**src/rtl/mul_arbiter_if.sv**
```systemverilog
// Bus bundle between the mul_arbiter, its two requesters and the multiplier core.
// Ports: req/a/b (requester -> arbiter), ack/done/res (arbiter -> requester), busy,
//        mul_start/mul_a/mul_b (arbiter -> core), mul_op (core -> arbiter).
// The arbiter side uses the slave modport; the environment (requesters + core) uses master.
interface mul_arbiter_if #(
  parameter int W = 8
);
  logic           req0;
  logic           req1;
  logic [W-1:0]   a0;
  logic [W-1:0]   b0;
  logic [W-1:0]   a1;
  logic [W-1:0]   b1;
  logic           ack0;
  logic           ack1;
  logic           done0;
  logic           done1;
  logic [2*W-1:0] res0;
  logic [2*W-1:0] res1;
  logic           busy;
  logic           mul_start;
  logic [W-1:0]   mul_a;
  logic [W-1:0]   mul_b;
  logic [2*W-1:0] mul_op;

  modport master (
    output req0, req1, a0, b0, a1, b1, mul_op,
    input  ack0, ack1, done0, done1, res0, res1, busy, mul_start, mul_a, mul_b
  );

  modport slave (
    input  req0, req1, a0, b0, a1, b1, mul_op,
    output ack0, ack1, done0, done1, res0, res1, busy, mul_start, mul_a, mul_b
  );
endinterface

```
**src/rtl/mul_arbiter.sv**
```systemverilog
// Round-robin arbiter/sequencer sharing one fixed-latency W x W multiplier core between two requesters.
// Latency: grant edge to done visible is LAT+1 edges; one product per LAT+2 cycles back-to-back.
// Backpressure: requests are only sampled in IDLE; a req raised while busy simply waits for the next IDLE.
//
// Ports: clk, rst (sync, active-high); bus (mul_arbiter_if.slave) carries the requester
// handshakes (req/a/b in, ack/done/res out), busy, and the core interface (mul_start/mul_a/mul_b out, mul_op in).
module mul_arbiter #(
  parameter int W   = 8,
  parameter int LAT = 9
) (
  input  logic          clk,
  input  logic          rst,
  mul_arbiter_if.slave  bus
);

  typedef enum logic [1:0] {
    IDLE  = 2'd0,
    START = 2'd1,
    RUN   = 2'd2
  } state_t;

  localparam logic [7:0] CNT_INIT = 8'(LAT - 1);

  state_t         state, state_n;
  logic           last, last_n;      // requester granted most recently
  logic           owner, owner_n;    // requester owning the current operation
  logic [7:0]     cnt, cnt_n;
  logic           ack0_q, ack0_n;
  logic           ack1_q, ack1_n;
  logic           done0_q, done0_n;
  logic           done1_q, done1_n;
  logic           start_q, start_n;
  logic           busy_q, busy_n;
  logic [W-1:0]   mul_a_q, mul_a_n;
  logic [W-1:0]   mul_b_q, mul_b_n;
  logic [2*W-1:0] res0_q, res0_n;
  logic [2*W-1:0] res1_q, res1_n;

  logic gnt0, gnt1;

  // With both requesting, the one that was not served last wins.
  assign gnt0 = bus.req0 & (~bus.req1 | last);
  assign gnt1 = bus.req1 & (~bus.req0 | ~last);

  always_ff @(posedge clk) begin
    if (rst) begin
      state   <= IDLE;
      last    <= 1'b1;
      owner   <= 1'b0;
      cnt     <= '0;
      ack0_q  <= 1'b0;
      ack1_q  <= 1'b0;
      done0_q <= 1'b0;
      done1_q <= 1'b0;
      start_q <= 1'b0;
      busy_q  <= 1'b0;
      mul_a_q <= '0;
      mul_b_q <= '0;
      res0_q  <= '0;
      res1_q  <= '0;
    end else begin
      state   <= state_n;
      last    <= last_n;
      owner   <= owner_n;
      cnt     <= cnt_n;
      ack0_q  <= ack0_n;
      ack1_q  <= ack1_n;
      done0_q <= done0_n;
      done1_q <= done1_n;
      start_q <= start_n;
      busy_q  <= busy_n;
      mul_a_q <= mul_a_n;
      mul_b_q <= mul_b_n;
      res0_q  <= res0_n;
      res1_q  <= res1_n;
    end
  end

  always_comb begin
    state_n = state;
    last_n  = last;
    owner_n = owner;
    cnt_n   = cnt;
    ack0_n  = 1'b0;
    ack1_n  = 1'b0;
    done0_n = 1'b0;
    done1_n = 1'b0;
    start_n = 1'b0;
    mul_a_n = mul_a_q;
    mul_b_n = mul_b_q;
    res0_n  = res0_q;
    res1_n  = res1_q;

    case (state)
      IDLE: begin
        if (gnt0 || gnt1) begin
          state_n = START;
          start_n = 1'b1;
          owner_n = gnt1;
          last_n  = gnt1;
          ack0_n  = gnt0;
          ack1_n  = gnt1;
          mul_a_n = gnt1 ? bus.a1 : bus.a0;
          mul_b_n = gnt1 ? bus.b1 : bus.b0;
        end
      end
      START: begin
        state_n = RUN;
        cnt_n   = CNT_INIT;
      end
      RUN: begin
        // Counter hits zero exactly LAT edges after the start pulse was seen by the core.
        if (cnt == 8'd0) begin
          state_n = IDLE;
          if (owner) begin
            res1_n  = bus.mul_op;
            done1_n = 1'b1;
          end else begin
            res0_n  = bus.mul_op;
            done0_n = 1'b1;
          end
        end else begin
          cnt_n = cnt - 8'd1;
        end
      end
      default: begin
        state_n = IDLE;
      end
    endcase

    // Registered copy of "state is not IDLE" so busy lines up with the state register.
    busy_n = (state_n != IDLE);
  end

  assign bus.ack0      = ack0_q;
  assign bus.ack1      = ack1_q;
  assign bus.done0     = done0_q;
  assign bus.done1     = done1_q;
  assign bus.res0      = res0_q;
  assign bus.res1      = res1_q;
  assign bus.busy      = busy_q;
  assign bus.mul_start = start_q;
  assign bus.mul_a     = mul_a_q;
  assign bus.mul_b     = mul_b_q;

endmodule
```
**src/flat_wrapper.sv**
```systemverilog
// flat-port wrapper written by rule: the top's interface ports become plain ports
module mul_arbiter_flat 
#(
  parameter int W   = 8,
  parameter int LAT = 9
)
  (clk, rst, bus_req0, bus_req1, bus_a0, bus_b0, bus_a1, bus_b1, bus_mul_op, bus_ack0, bus_ack1, bus_done0, bus_done1, bus_res0, bus_res1, bus_busy, bus_mul_start, bus_mul_a, bus_mul_b);
  mul_arbiter_if #(.W(W)) bus_i ();
  input  logic clk;
  input  logic rst;
  input wire logic [$bits(bus_i.req0)-1:0] bus_req0;
  input wire logic [$bits(bus_i.req1)-1:0] bus_req1;
  input wire logic [$bits(bus_i.a0)-1:0] bus_a0;
  input wire logic [$bits(bus_i.b0)-1:0] bus_b0;
  input wire logic [$bits(bus_i.a1)-1:0] bus_a1;
  input wire logic [$bits(bus_i.b1)-1:0] bus_b1;
  input wire logic [$bits(bus_i.mul_op)-1:0] bus_mul_op;
  output wire logic [$bits(bus_i.ack0)-1:0] bus_ack0;
  output wire logic [$bits(bus_i.ack1)-1:0] bus_ack1;
  output wire logic [$bits(bus_i.done0)-1:0] bus_done0;
  output wire logic [$bits(bus_i.done1)-1:0] bus_done1;
  output wire logic [$bits(bus_i.res0)-1:0] bus_res0;
  output wire logic [$bits(bus_i.res1)-1:0] bus_res1;
  output wire logic [$bits(bus_i.busy)-1:0] bus_busy;
  output wire logic [$bits(bus_i.mul_start)-1:0] bus_mul_start;
  output wire logic [$bits(bus_i.mul_a)-1:0] bus_mul_a;
  output wire logic [$bits(bus_i.mul_b)-1:0] bus_mul_b;
  assign bus_i.req0 = bus_req0;
  assign bus_i.req1 = bus_req1;
  assign bus_i.a0 = bus_a0;
  assign bus_i.b0 = bus_b0;
  assign bus_i.a1 = bus_a1;
  assign bus_i.b1 = bus_b1;
  assign bus_i.mul_op = bus_mul_op;
  assign bus_ack0 = bus_i.ack0;
  assign bus_ack1 = bus_i.ack1;
  assign bus_done0 = bus_i.done0;
  assign bus_done1 = bus_i.done1;
  assign bus_res0 = bus_i.res0;
  assign bus_res1 = bus_i.res1;
  assign bus_busy = bus_i.busy;
  assign bus_mul_start = bus_i.mul_start;
  assign bus_mul_a = bus_i.mul_a;
  assign bus_mul_b = bus_i.mul_b;
  mul_arbiter #(.W(W), .LAT(LAT)) u_core (.clk(clk), .rst(rst), .bus(bus_i));
endmodule
```
**config.mk**
```make
export PLATFORM = sky130hd
export DESIGN_NAME = mul_arbiter_flat
export DESIGN_NICKNAME = d
export VERILOG_FILES = /design/src/rtl/mul_arbiter_if.sv /design/src/rtl/mul_arbiter.sv /design/src/flat_wrapper.sv
export SDC_FILE = /design/constraint.sdc
export NUM_CORES = 1
export LEC_CHECK = 0
export CAP_MARGIN = 5
export CORE_MARGIN = 3
export CORE_UTILIZATION = 28
export CTS_CLUSTER_SIZE = 10
export DETAILED_ROUTE_END_ITERATION = 16
export PLACE_DENSITY_LB_ADDON = 0.12
export SKIP_CTS_REPAIR_TIMING = 1
export SLEW_MARGIN = 0
export SYNTH_ARGS = -nofsm -noshare
export SYNTH_HDL_FRONTEND = slang
export SYNTH_SLANG_ARGS = --single-unit
```
**constraint.sdc**
```tcl
create_clock -name clk -period 3.8 [get_ports clk]
set_input_delay 0.76 -clock clk [delete_from_list [all_inputs] [get_ports clk]]
set_output_delay 0.76 -clock clk [all_outputs]
set_load 0.01 [all_outputs]
```
Yosys cells after proc, flatten, opt, wreduce, memory -nomap -nowiden

Index checks and enable logic that the tools add are counted.

Magnitude comparators: 0
Bitwise operators: 12
Add/sub/neg operators: 1
Reduce and logical (&&, ||, !) cells: 12
Muxes and demuxes: 10
Shift operators: 0
Equality and inequality tests: 3
Divide/modulo/power cells: 0
Multiply operators: 0

Operators by type and width:

| cell                | number |
|---|---|
| $mux 8              | 3 |
| $pmux 8 s2          | 1 |
| $logic_not 8->1     | 1 |
| $not 1->1           | 8 |
| $sub 8x1->8 const B | 1 |
| $pmux 2 s3          | 1 |
| $reduce_and 3->1    | 2 |
| $reduce_or 3->1     | 2 |
| $mux 2              | 2 |
| $reduce_and 2->1    | 2 |
| $reduce_bool 2->1   | 2 |
| $mux 1              | 3 |
| $and 1x1->1         | 2 |
| $eq 2x1->1 const B  | 1 |
| $eq 2x2->1 const B  | 1 |
| $logic_not 2->1     | 1 |
| $ne 2x2->1 const B  | 1 |
| $or 1x1->1          | 2 |
| $reduce_or 2->1     | 1 |
| $logic_or 1x1->1    | 1 |

Register bits after elaboration: 66
Bits in latches: 0
ROM bits: 0
Input bits: 52
Memories kept: 0
Bits in writable memories: 0
Logic and storage cells: 52

Logic depth before layout (Yosys ltp)

Depth after elaboration: 7
Gate-level depth with buffers: 9
Mapped depth without buffers: 6

Worst setup path after synthesis

OpenSTA, ideal clock, no wires.

Kind: register -> register
Start point: register u_core.state[1]
End point: register u_core.cnt[7]
Slack: 1.887 ns
Arrival: 1.796 ns
Cell stages (with the launch flop): 7
Library setup time: 0.117 ns
Path through: dfxtp_1 > inv_1 > ha_1 > or4b_4 > a2111oi_4 > xnor2_1 > nor2_1

Word-level cells in the longest chain between the ends: 3

Ends and longest elaborated chain:

| what                                                             | line              | source |
|---|---|---|
| from (decl)                                                      | mul_arbiter.sv:24 | `state_t state, state_n;` |
| from (signal assigned)                                           | mul_arbiter.sv:62 | `state <= state_n;` |
| $eq 2x2->1 / $eq 2x1->1 (equally long branches)                  | mul_arbiter.sv:94 | `case (state)` |
| $ne 2x2->1 (no line) / $reduce_bool 2->1 (equally long branches) | --                |  |
| $reduce_and 2->1 (no line)                                       | --                |  |
| to (signal assigned)                                             | mul_arbiter.sv:65 | `cnt <= cnt_n;` |
| to (decl)                                                        | mul_arbiter.sv:27 | `logic [7:0] cnt, cnt_n;` |

Parallel ways exist; a longest one is shown, timed or not.
A chain may end at the register's enable or synchronous reset.

Worst setup path after layout

Start point: register u_core.cnt[0]
End point: register u_core.res1_q[4] (netlist: u_core.bus.res1[4])

Word-level cells in the longest chain between the ends: 2

Ends and longest elaborated chain:

| what                       | line               | source |
|---|---|---|
| $logic_not 8->1            | mul_arbiter.sv:113 | `if (cnt == 8'd0) begin` |
| $reduce_and 3->1 (no line) | --                 |  |
| to (signal assigned)       | mul_arbiter.sv:75  | `res1_q <= res1_n;` |
| to (decl)                  | mul_arbiter.sv:37  | `logic [2*W-1:0] res1_q, res1_n;` |

Every way passes these cells.

==> results.txt <==
Status = complete, no violations
Worst VDD drop = 0.234 mV
Number of flops mapped to enable cells by yosys = 0
Routed Antenna Nets = 0
Fin nets = 461
Initial drt markers = 87
GRT Residual Overflow = 0
Number of fill cells in the layout = 890
Worst setup path category = flip-flop to flip-flop
Most common cell after layout, fill and taps aside = clkdlybuf4s50_1
Layout Cells excl Fill = 517
Place WS = 1.56 ns
Layout cell share with drive strength beyond 1 = 6.60%
WP data required = 4.00 ns
Ranking of synthesized cells by area = dfxtp_1 (50%), a21oi_1 (9.9%), nand2_1 (9.8%)
Min Tclk post-route = 2.17 ns
Area share of the largest cell type after synthesis = 50.2%
Post-synth top area cell = dfxtp_1
Port buffer count = 105
Clock tree buffer depth = 2
H-tree Lvls = 3
Via density = 4.67
Antenna cell count = 0
Setup TNS = 0 ns
Tot GR Track Use = 14.0%
Clock sink count = 66
CP Data Arrival Time = 2.37 ns
Slew @ Worst Pin = 0.811 ns
Post-Syn Area = 0.00263 sq mm
TritonCTS clock tree = built
Fmax = 460 MHz
Site row count = 34
Final hold vios = 0
Initial antenna violation count = 0
Core region area = 0.00893 sq mm
Wire per inst = 13.9 microns
Crit path launch type = flip-flop
Endpoint type of the worst setup path = flip-flop
Commonest non-fill, non-tap cells in the layout = clkdlybuf4s50_1 (105), nand2_1 (69), dfxtp_1 (66), a21oi_1 (52), o21ai_0 (19)
Pwr/cell area = 550 mW/mm^2
Io pins = 106
Seq/Total Area, Yosys = 50.2%
First-pass GRT wire length = 11.5 mm
Setup WS post-layout = 1.63 ns
Vias in the first global route = 2235
Max Cap Viol = 0
Via count = 2414
Synth Net Count = 361
Fin. max-slew vios = 0
Layout area overhead = 49.8%
Initial Utilization = 29.5%
Slew margin rel. = 45.8%
RePlAce Congestion = 0.726
Lkg Pwr = 1.40 nW
TritonRoute pass-1 iters = 4
CTS root buffer = clkbuf_8
Synth warn = 0
Crit Path Max Fanout = 17
Final period utilization = 57.2%
Unique masters post-synth = 34
Ys flop type = dfxtp_1
Number of synthesized register bits = 66
Syn Area/Cell = 8.66 sq um
RSZ-0062 raised after global routing = no
Die ar. = 0.0106 sq mm
Clock latency on the worst-skew pair = 0.34 ns
Die height = 103 microns
HPWL after DPL = 4.96 mm
Worst hold path class = flip-flop to flip-flop
Die width = 103 microns
Clock buffer count from CTS = 9
Final setup vio count = 0
FFs w/ async S/R, synth = 0%
Routed WL = 7.20 mm
Drt drc = 0
Hold_ws = 0.453 ns
Post-Syn Instances = 304
Final core utilization = 44.2%
Placed insts = 501
Clock transition at path regs = 0.07 ns
Final Skew = 0.00922 ns
Largest net degree at the start of global routing = 42
## flip-flops by register name, summed over array words and instances, names as in the netlist, 2 cells and up
name and count:
u_core.bus.mul_a 8, u_core.bus.mul_b 8, u_core.bus.res0 16, u_core.bus.res1 16, u_core.cnt 8, u_core.state 2
## kinds of logic after synthesis
kind of cell	count (synthesis)	share of synthesized area (%)
AOI/OAI and AO/OA	85	18.5
buffers and inverters	27	4.51
DFF	66	50.2
and+or+nand+nor	100	16.7
xor gates and xnor gates	5	1.66
adders and majority gates	5	2.38
muxes	16	6.08
## path summary, 6_finish.rpt
check / depth (start not counted) / slack, ns / to / startpoint
worst min register to register: 2 / 0.45 / u_core.bus.res1[14]$_SDFFE_PP0P_ / u_core.bus.res1[14]$_SDFFE_PP0P_
worst min-delay path: 2 / 0.45 / u_core.bus.res1[14]$_SDFFE_PP0P_ / u_core.bus.res1[14]$_SDFFE_PP0P_
worst max-delay path: 6 / 1.63 / u_core.bus.res1[4]$_SDFFE_PP0P_ / u_core.cnt[0]$_SDFFE_PP0P_
worst max register to register: 6 / 1.63 / u_core.bus.res1[4]$_SDFFE_PP0P_ / u_core.cnt[0]$_SDFFE_PP0P_
## final cells by class
| type | count | area, sq um | share of cell area [%] |
|---|---|---|---|
| well taps | 108 | 135 | 3.43 |
| multi-input cells | 211 | 1200 | 30.3 |
| clock buffers | 10 | 128 | 3.24 |
| flip-flops and latches | 66 | 1320 | 33.5 |
| clock inverters | 6 | 57.6 | 1.46 |
| repair buffers | 109 | 1080 | 27.4 |
| inverters | 7 | 26.3 | 0.666 |
## cell usage after synthesis (all sizes together) (2+ instances only)
cell / count
dfxtp: 66
mux2i: 16
a21oi: 53
or2: 2
ha: 5
clkbuf: 13
a31oi: 2
o32ai: 2
inv: 7
nand3: 3
xnor2: 5
nor2: 14
and3: 3
buf: 7
nand2: 69
o21ai: 19
a2111oi: 3
a211oi: 2
nand3b: 2
## through the flow
stage	power, mW	instance area (sq um)
after floorplan	1.32	2630
after global placement	1.61	3760
after detailed placement	1.61	3760
after CTS	2.19	3950
after global routing	2.30	3950
final	2.17	3950
## power breakdown
| part | total [mW] | internal, mW | switching, mW | leakage [nW] |
|---|---|---|---|---|
| registers | 0.870 | 0.798 | 0.0714 | 0.539 |
| logic | 0.729 | 0.364 | 0.365 | 0.767 |
| clock network | 0.572 | 0.299 | 0.273 | 0.0958 |
| total | 2.17 | 1.46 | 0.709 | 1.40 |
## worst max-delay path: stages (launching register included)
cell	delay, ns
dfxtp_1	0.32
inv_1	0.09
ha_1	0.24
and4bb_2	0.41
nand3_1	0.63
nand2_1	0.26
a21oi_1	0.09
## layer usage
metal | track usage [%] | routed length [microns] | vias up
li1 | - | - | 1233
met1 | 18.8 | 3530 | 1109
met2 | 21.0 | 3140 | 65
met3 | 5.14 | 456 | 7
met4 | 4.28 | 74 | 0
met5 | 0 | 0 | -
(Power assumes the default switching activity.)
